==> config.mk <==
export PLATFORM = sky130hd
export DESIGN_NAME = ysyx_24100006_idu_ctrl
export DESIGN_NICKNAME = d
export VERILOG_FILES = /design/src/rtl/ysyx_24100006_pkg.sv /design/src/rtl/ysyx_24100006_imm_type_dec.sv /design/src/rtl/ysyx_24100006_idu_ctrl.sv
export SDC_FILE = /design/constraint.sdc
export NUM_CORES = 1
export LEC_CHECK = 0
export ABC_AREA = 1
export BUFFER_PORTS_ARGS = -buffer_cell sky130_fd_sc_hd__buf_4
export CAP_MARGIN = 20
export CORE_MARGIN = 10
export CORE_UTILIZATION = 47
export DETAILED_ROUTE_END_ITERATION = 16
export MAX_ROUTING_LAYER = met4
export PLACE_DENSITY = 0.8
export SLEW_MARGIN = 20
export SYNTH_ARGS = -nofsm -noshare
export SYNTH_HDL_FRONTEND = slang
export SYNTH_SLANG_ARGS = --single-unit
export TNS_END_PERCENT = 10
==> constraint.sdc <==
create_clock -name clock -period 1.9 [get_ports clock]
set_input_delay 0 -clock clock [delete_from_list [all_inputs] [get_ports clock]]
set_output_delay 0 -clock clock [all_outputs]
set_load 0.005 [all_outputs]
==> src/rtl/ysyx_24100006_pkg.sv <==
// Shared ID-stage definitions: Imm_Type selects, RV32I opcodes and decode-slot state encoding.
package ysyx_24100006_pkg;

  localparam logic [2:0] IMM_I    = 3'b000;
  localparam logic [2:0] IMM_J    = 3'b001;
  localparam logic [2:0] IMM_S    = 3'b010;
  localparam logic [2:0] IMM_B    = 3'b011;
  localparam logic [2:0] IMM_U    = 3'b100;
  localparam logic [2:0] IMM_NONE = 3'b111;

  localparam logic [6:0] OPC_LUI    = 7'b0110111;
  localparam logic [6:0] OPC_AUIPC  = 7'b0010111;
  localparam logic [6:0] OPC_JAL    = 7'b1101111;
  localparam logic [6:0] OPC_JALR   = 7'b1100111;
  localparam logic [6:0] OPC_BRANCH = 7'b1100011;
  localparam logic [6:0] OPC_LOAD   = 7'b0000011;
  localparam logic [6:0] OPC_STORE  = 7'b0100011;
  localparam logic [6:0] OPC_OP_IMM = 7'b0010011;
  localparam logic [6:0] OPC_OP     = 7'b0110011;
  localparam logic [6:0] OPC_FENCE  = 7'b0001111;
  localparam logic [6:0] OPC_SYSTEM = 7'b1110011;

  typedef enum logic {
    ST_EMPTY = 1'b0,
    ST_FULL  = 1'b1
  } idu_state_e;

endpackage

==> src/rtl/ysyx_24100006_imm_type_dec.sv <==
// Combinational opcode decoder: selects the immediate format and flags opcodes outside RV32I.
module ysyx_24100006_imm_type_dec
  import ysyx_24100006_pkg::*;
(
  input  logic [6:0] opcode,
  output logic [2:0] imm_type,
  output logic       illegal
);

  always_comb begin
    imm_type = IMM_NONE;
    illegal  = 1'b0;
    case (opcode)
      OPC_LUI, OPC_AUIPC:                                    imm_type = IMM_U;
      OPC_JAL:                                               imm_type = IMM_J;
      OPC_JALR, OPC_LOAD, OPC_OP_IMM, OPC_SYSTEM, OPC_FENCE: imm_type = IMM_I;
      OPC_STORE:                                             imm_type = IMM_S;
      OPC_BRANCH:                                            imm_type = IMM_B;
      OPC_OP:                                                imm_type = IMM_NONE;
      default:                                               illegal  = 1'b1;
    endcase
  end

endmodule

==> src/rtl/ysyx_24100006_idu_ctrl.sv <==
// ID-stage single-slot sequencer between IFU and EXU, with flush and a saturating stall counter.
// Defining YSYX_24100006_IDU_ILLEGAL_EN adds the registered out_illegal flag.
module ysyx_24100006_idu_ctrl
  import ysyx_24100006_pkg::*;
#(
  parameter int unsigned XLEN        = 32,
  parameter int unsigned STALL_CNT_W = 16
) (
  input  logic                   clock,
  input  logic                   reset,
  input  logic                   flush,
  input  logic                   in_valid,
  output logic                   in_ready,
  input  logic [XLEN-1:0]        in_inst,
  input  logic [XLEN-1:0]        in_pc,
  output logic                   out_valid,
  input  logic                   out_ready,
  output logic [XLEN-1:0]        out_inst,
  output logic [XLEN-1:0]        out_pc,
  output logic [2:0]             imm_type,
  output logic [STALL_CNT_W-1:0] stall_cnt
`ifdef YSYX_24100006_IDU_ILLEGAL_EN
  ,
  output logic                   out_illegal
`endif
);

  idu_state_e             state_q, state_d;
  logic [XLEN-1:0]        inst_q, pc_q;
  logic [2:0]             imm_type_q;
  logic [STALL_CNT_W-1:0] stall_cnt_q, stall_cnt_d;
  logic [2:0]             dec_imm_type;
  logic                   dec_illegal;
  logic                   accept, drain, stall;

  ysyx_24100006_imm_type_dec u_imm_type_dec (
    .opcode   (in_inst[6:0]),
    .imm_type (dec_imm_type),
    .illegal  (dec_illegal)
  );

  // in_ready deliberately ignores in_valid so IFU can use it without a combinational loop.
  assign in_ready = !flush && ((state_q == ST_EMPTY) || out_ready);
  assign accept   = in_valid && in_ready;
  assign drain    = (state_q == ST_FULL) && out_ready && !accept;
  assign stall    = (state_q == ST_FULL) && !out_ready;

  always_comb begin
    state_d = state_q;
    if (flush) begin
      state_d = ST_EMPTY;
    end else if (accept) begin
      state_d = ST_FULL;
    end else if (drain) begin
      state_d = ST_EMPTY;
    end
  end

  always_comb begin
    stall_cnt_d = stall_cnt_q;
    if (stall && (stall_cnt_q != {STALL_CNT_W{1'b1}})) begin
      stall_cnt_d = stall_cnt_q + 1'b1;
    end
  end

  // Payload is only rewritten on accept; after flush/drain it is stale and qualified by out_valid.
  always_ff @(posedge clock) begin
    if (reset) begin
      state_q     <= ST_EMPTY;
      inst_q      <= '0;
      pc_q        <= '0;
      imm_type_q  <= IMM_NONE;
      stall_cnt_q <= '0;
    end else begin
      state_q     <= state_d;
      stall_cnt_q <= stall_cnt_d;
      if (accept) begin
        inst_q     <= in_inst;
        pc_q       <= in_pc;
        imm_type_q <= dec_imm_type;
      end
    end
  end

`ifdef YSYX_24100006_IDU_ILLEGAL_EN
  logic illegal_q;

  always_ff @(posedge clock) begin
    if (reset) begin
      illegal_q <= 1'b0;
    end else if (accept) begin
      illegal_q <= dec_illegal;
    end
  end

  assign out_illegal = illegal_q;
`else
  logic unused_dec_illegal;
  assign unused_dec_illegal = dec_illegal;
`endif

  assign out_valid = (state_q == ST_FULL);
  assign out_inst  = inst_q;
  assign out_pc    = pc_q;
  assign imm_type  = imm_type_q;
  assign stall_cnt = stall_cnt_q;

endmodule
Yosys cells after proc, flatten, opt, wreduce, memory -nomap -nowiden
Cells that the tools add are included.
Cells by class
  add/subtract/negate cells: 1
  equal/unequal tests: 11
  muxes and demuxes: 3
  bitwise operators: 1
  reductions and logical operators: 14
Operator list (count)
  7-bit equality test, second input constant: 4
  16-bit by 1-bit adder with 16-bit output, second input constant: 1
  16-bit != test, second input constant: 1
  3-bit one-hot mux with 5 select lines: 1
  7-bit by 5-bit equality test with 1-bit output, second input constant: 2
  7-bit by 6-bit equality test with 1-bit output, second input constant: 2
  7-bit by 2-bit equality test with 1-bit output, second input constant: 1
  7-bit by 4-bit equality test with 1-bit output, second input constant: 1
  1-bit logical AND: 6
  5-bit OR reduction: 1
  2-bit OR reduction: 2
  1-bit logical NOT: 3
  1-bit 2-to-1 mux: 2
  2-bit nonzero test: 1
  1-bit logical OR: 1
  1-bit inverter: 1
Word-level totals
  register bits: 84
  bits of input ports: 69
  output and inout bits: 85

Logic depth before layout (Yosys ltp)
  depth after elaboration: 8
  gate-level depth with buffers: 10
  gate-level depth less buffers: 10

By module
A second synthesis with hierarchy kept.
Second synthesis, totals
  cell total of the unflattened synthesis: 488
  area total of the unflattened synthesis: 3503.4 µm²
By module, submodules not included
  ysyx_24100006_idu_ctrl: instances 1, cells an instance 453, area an instance 3347.0 µm²
  ysyx_24100006_imm_type_dec: instances 1, cells an instance 35, area an instance 156.4 µm²

Worst setup path after synthesis
OpenSTA, ideal clock, no wires.
  path type: reg-to-reg
  start: register stall_cnt_q[0] (netlist: stall_cnt[0])
  end: register stall_cnt_q[11] (netlist: stall_cnt[11])
  arrival: 1346 ps
  required time: 1759 ps
  slack: 413 ps
  cell stages (with the launch flop): 10
  path buffers: 1
  clock period less this slack: 1487 ps
  cells stage by stage: dfxtp_1 -> ha_1 -> inv_1 -> nor2_2 -> nand3_2 -> nand2_1 -> nand2_2 -> buf_2 -> nand2_1 -> a21oi_2
Between the ends
  word-level cells in the longest chain between the ends: 2
  elaborated cells on any way between the ends: 3
  classes of those cells: 1 x add/sub; 1 x eq/ne; 1 x reduce/logical
RTL lines
  start: declaration: RTL line ysyx_24100006_idu_ctrl.sv:31  | logic [STALL_CNT_W-1:0] stall_cnt_q, stall_cnt_d;
  start signal: assignment: RTL line ysyx_24100006_idu_ctrl.sv:76  | stall_cnt_q <= stall_cnt_d;
  parallel branches: the longest is 2 deep, another holds 16-bit by 1-bit adder with 16-bit output
Parallel ways; which one is timed is not known.
A chain may end at the register's enable or synchronous reset.

Worst setup path in the final report
  start: register state_q (netlist: out_valid)
  end: register state_q (netlist: out_valid)
Between the ends
  word-level cells in the longest chain between the ends: 7
  elaborated cells on any way between the ends: 9
  classes of those cells: 1 x mux; 1 x bitwise; 7 x reduce/logical
RTL lines
  start: declaration: RTL line ysyx_24100006_idu_ctrl.sv:28  | idu_state_e state_q, state_d;
  start signal: assignment: RTL line ysyx_24100006_idu_ctrl.sv:75  | state_q <= state_d;
  1-bit inverter: RTL line ysyx_24100006_idu_ctrl.sv:43  | assign in_ready = !flush && ((state_q == ST_EMPTY) || out_ready);
  1-bit logical OR: RTL line ysyx_24100006_idu_ctrl.sv:43
  1-bit logical AND: RTL line ysyx_24100006_idu_ctrl.sv:43
  1-bit logical AND: RTL line ysyx_24100006_idu_ctrl.sv:44  | assign accept = in_valid && in_ready;
  1-bit logical NOT: RTL line ysyx_24100006_idu_ctrl.sv:45  | assign drain = (state_q == ST_FULL) && out_ready && !accept;
  1-bit logical AND: RTL line ysyx_24100006_idu_ctrl.sv:45
  2-bit nonzero test (no source line)
Parallel ways exist; a longest one is shown, timed or not.

==> results by group <==
Clocking
  • H-tree lvl count: 3
  • Clock slew at reported path FFs: about 0.090 ns
  • CTS root buf: clkbuf_8
  • CTS sink cnt: 84
  • Skew-Pair Late Insertion Delay: between 0.3 and 0.4 ns
  • Post-CTS Repair Setup Buffers: 0
  • CTS Buf Count: 9
  • CTS tree: built
  • Longest Clk Path Bufs: 2

Pwr
  • Static leakage: between 2 and 2.5 nW
  • Peak VDD IR: about 0.00070 V
  • PD cells: between 600 and 700 nW/µm²

Cells and area
  • Nets: 756
  • Reg area: 1682 µm²
  • Area of the multi-input gates: approximately 1600 µm²
  • Commonest non-fill, non-tap cell in the layout: nand2_1
  • Most frequent cells in the layout: nand2_1, buf_4, dfxtp_1
  • Core Util, Final: roughly three quarters
  • Diode count: 0
  • Syn-to-layout area delta: 58.99%
  • Fraction of layout cells with a size suffix above 1: approximately 29%
  • FILL cells: a little over 500

Place
  • DP HPWL: about 8000 µm
  • PortBufs: about 150
  • GP Congestion: ~0.86

Logic synthesis
  • Yosys warns: 0
  • Post-synthesis xor/xnor area fraction: 1.511%
  • Post-Syn Nets: ~540
  • Post-synthesis mux area share: 0%
  • Netlist cell types: 27
  • Largest family of logic cells by synthesized area: simple AND/OR/NAND/NOR gates
  • Post-Synth Simple-Gate Area: around 28%
  • Synth Register Bits: 84
  • Synth Cell Area: around 3500 µm²
  • Cell count after synthesis: approximately 470
  • Adder-Cell Fraction of Synth Area: less than 1%
  • Top cells by area, synth: dfxtp_1, nand2_1, a21oi_1
  • Share of the synthesized area in the top cell type: 48.35%
  • Synth Area in Compound Gates: 14.50%
  • Synthesized area per cell: about 7.4 µm²
  • Biggest area consumer among synthesized cells: dfxtp_1
  • Sequential area share after synthesis: between 40% and 50%

Outcome
  • Outcome: completed

Timing
  • Setup TNS: 0 ns
  • Actual slew at the worst max-slew pin: approximately 0.42 ns
  • Max-slew headroom: ~72%
  • Final Slew Violations: 0
  • RSZ-0062 raised after global routing: false
  • Achievable Freq: around 560 MHz
  • Hold Vio Cnt, Final: 0
  • Endpoints failing setup: 0
  • Min Tclk post-route: roughly 1.8 ns
  • Skew final: about 0.015 ns
  • Period utilisation layout: a little over nine tenths

Routing
  • Vias/cell: 4.932
  • WL final: between 10000 and 15000 µm
  • DR iter-0 viols: about 250
  • Antenna-violating nets left: 0
  • Via count: roughly 4000
  • Routed wire length per instance: 15.65 µm
  • Initial DRT Pass Iterations: 5
  • DRC: 0

Critical path
  • Slowest CP cell: dlygate4sd3_1
  • Worst r2r dst: out_valid$_SDFFE_PP0P_
  • CP cell instances: inv_1 > nor2_4 > nor2_1 > nand2_2 > buf_6 > a211oi_1 > dlygate4sd3_1
  • CP Class: reg -> reg
  • Startpoint Class: register
  • Worst Path Required: around 2.2 ns
  • RR Startpoint: out_valid$_SDFFE_PP0P_
  • Register-to-Register Path Depth: 7
  • Arr. time, crit path: 2.08 ns
  • CP startpoint: out_valid$_SDFFE_PP0P_
  • CP Max Fanout: 22
  • Setup crit end kind: register
  • R2r setup slk: 0.11 ns
  • Slowest stage delay, CP: approximately 0.57 ns

Job
  • Max cap viols: 0

Floorplanning
  • Die width: about 110 µm
  • Die area: between 10000 and 15000 µm²
  • Ports: around 150
  • Row cnt: 31
  • Die H: approximately 110 µm
  • Core Region: around 7200 µm²
  • Starting Density: 48.21%

Global route
  • GRT overflow: 0
  • First-pass GRT wire length: about 20000 µm
  • Initial antenna violation count: 0
  • Vias in the first global route: 4013
  • GRT Total Usage: between 20 and 25%
  • Largest net degree at the start of global routing: 44

Min path
  • Hold EP: stall_cnt[10]$_SDFFE_PP0P_
  • Hold Path Class: in -> reg
  • Worst Hold Launch: out_ready
  • Hold Path Depth: 5
[cells in the mapped netlist]
cell type	n
nor2_4	2
o21ai_0	9
xnor2_1	4
a21boi_4	1
nand2_2	3
nand3_2	1
nor2_2	2
buf_4	1
nand3_1	11
buf_2	9
buf_6	7
a21oi_1	69
nor3_1	2
nand2_1	194
xor2_1	2
o21ai_2	1
nand4_1	4
inv_1	20
inv_2	1
ha_1	1
nor2_1	26
nor3b_1	1
buf_1	1
clkbuf_1	7
a21oi_2	9
dfxtp_1	84
a211oi_1	1
[layer usage]
| metal | up-vias | global-route usage [%] | wire length, µm |
|---|---|---|---|
| li1 | 1929 | - | - |
| met1 | 1789 | 24.52 | 5072 |
| met2 | 156 | 37.41 | 6088 |
| met3 | 22 | 6.703 | 944 |
| met4 | 0 | 8.027 | 263 |
| met5 | - | - | 0 |
[worst max path at each step]
stage / end / cells past startpoint / slack (ns)
6_report: out_valid$_SDFFE_PP0P_ / 7 / 0.11
5_1_grt: out_valid$_SDFFE_PP0P_ / 7 / 0.0002
4_1_cts: out_valid$_SDFFE_PP0P_ / 7 / 0.06
3_5_place_dp: stall_cnt[5]$_SDFFE_PP0P_ / 7 / 0.25
3_3_place_gp: stall_cnt[1]$_SDFFE_PP0P_ / 8 / 0.36
2_1_floorplan: stall_cnt[11]$_SDFFE_PP0P_ / 9 / 0.41
[cell families after synthesis]
family / after synthesis
adder cells (fa/ha/maj): 1
AO/OA/AOI/OAI: 90
XOR/XNOR: 6
flip-flops: 84
buffers and inverters: 46
AND/OR/NAND/NOR: 246
[metrics by stage]
step / power [mW] / hold slack [ns] / instance area [µm²] / cells / setup WS [ns]
floorplan: 2.094 / 0.03861 / 3478 / 473 / 0.4133
CTS: 3.731 / 0.05390 / 5527 / 790 / 0.06240
global route: 3.886 / 0.1137 / 5530 / 790 / 0.0001934
global placement: 2.345 / 0.1803 / 4657 / 707 / 0.3581
finish: 3.725 / 0.06147 / 5530 / 790 / 0.1052
detailed placement: 2.357 / 0.1836 / 4657 / 707 / 0.2517
[worst max-delay path, delay by kind of cell (launching register included)]
family	cells	cell delay [ns]
simple gates	3	0.37
flops	1	0.32
compound gates	1	0.20
buf+inv	3	0.85
[repair_timing]
action | 4_1_cts | 5_1_grt
setup endpoints to repair | 0 | 1
gates resized for setup | 0 | 1
hold buffers | 67 | 0
endpoints found under the hold margin | 65 | 0
[final cells by class]
cell class / count / share of cell area [%]
clock inverter: 7 / 1.357
sequential: 84 / 30.41
clock buffer: 9 / 2.240
inverter: 21 / 1.425
tap: 99 / 2.240
timing repair buffer: 227 / 34.14
multi-input combinational: 343 / 28.19
[where the power goes]
part | switching (mW) | internal [mW] | total [mW]
Sequential | 0.0418 | 1.83 | 1.87
Combinational | 0.245 | 0.325 | 0.570
Clock | 0.671 | 0.612 | 1.28
[registers in the layout (all words and copies together) (netlist names)]
name and cells:
out_inst 32, out_pc 32, stall_cnt 16, imm_type 3, out_valid 1
Power figures use the tool's default switching activity.
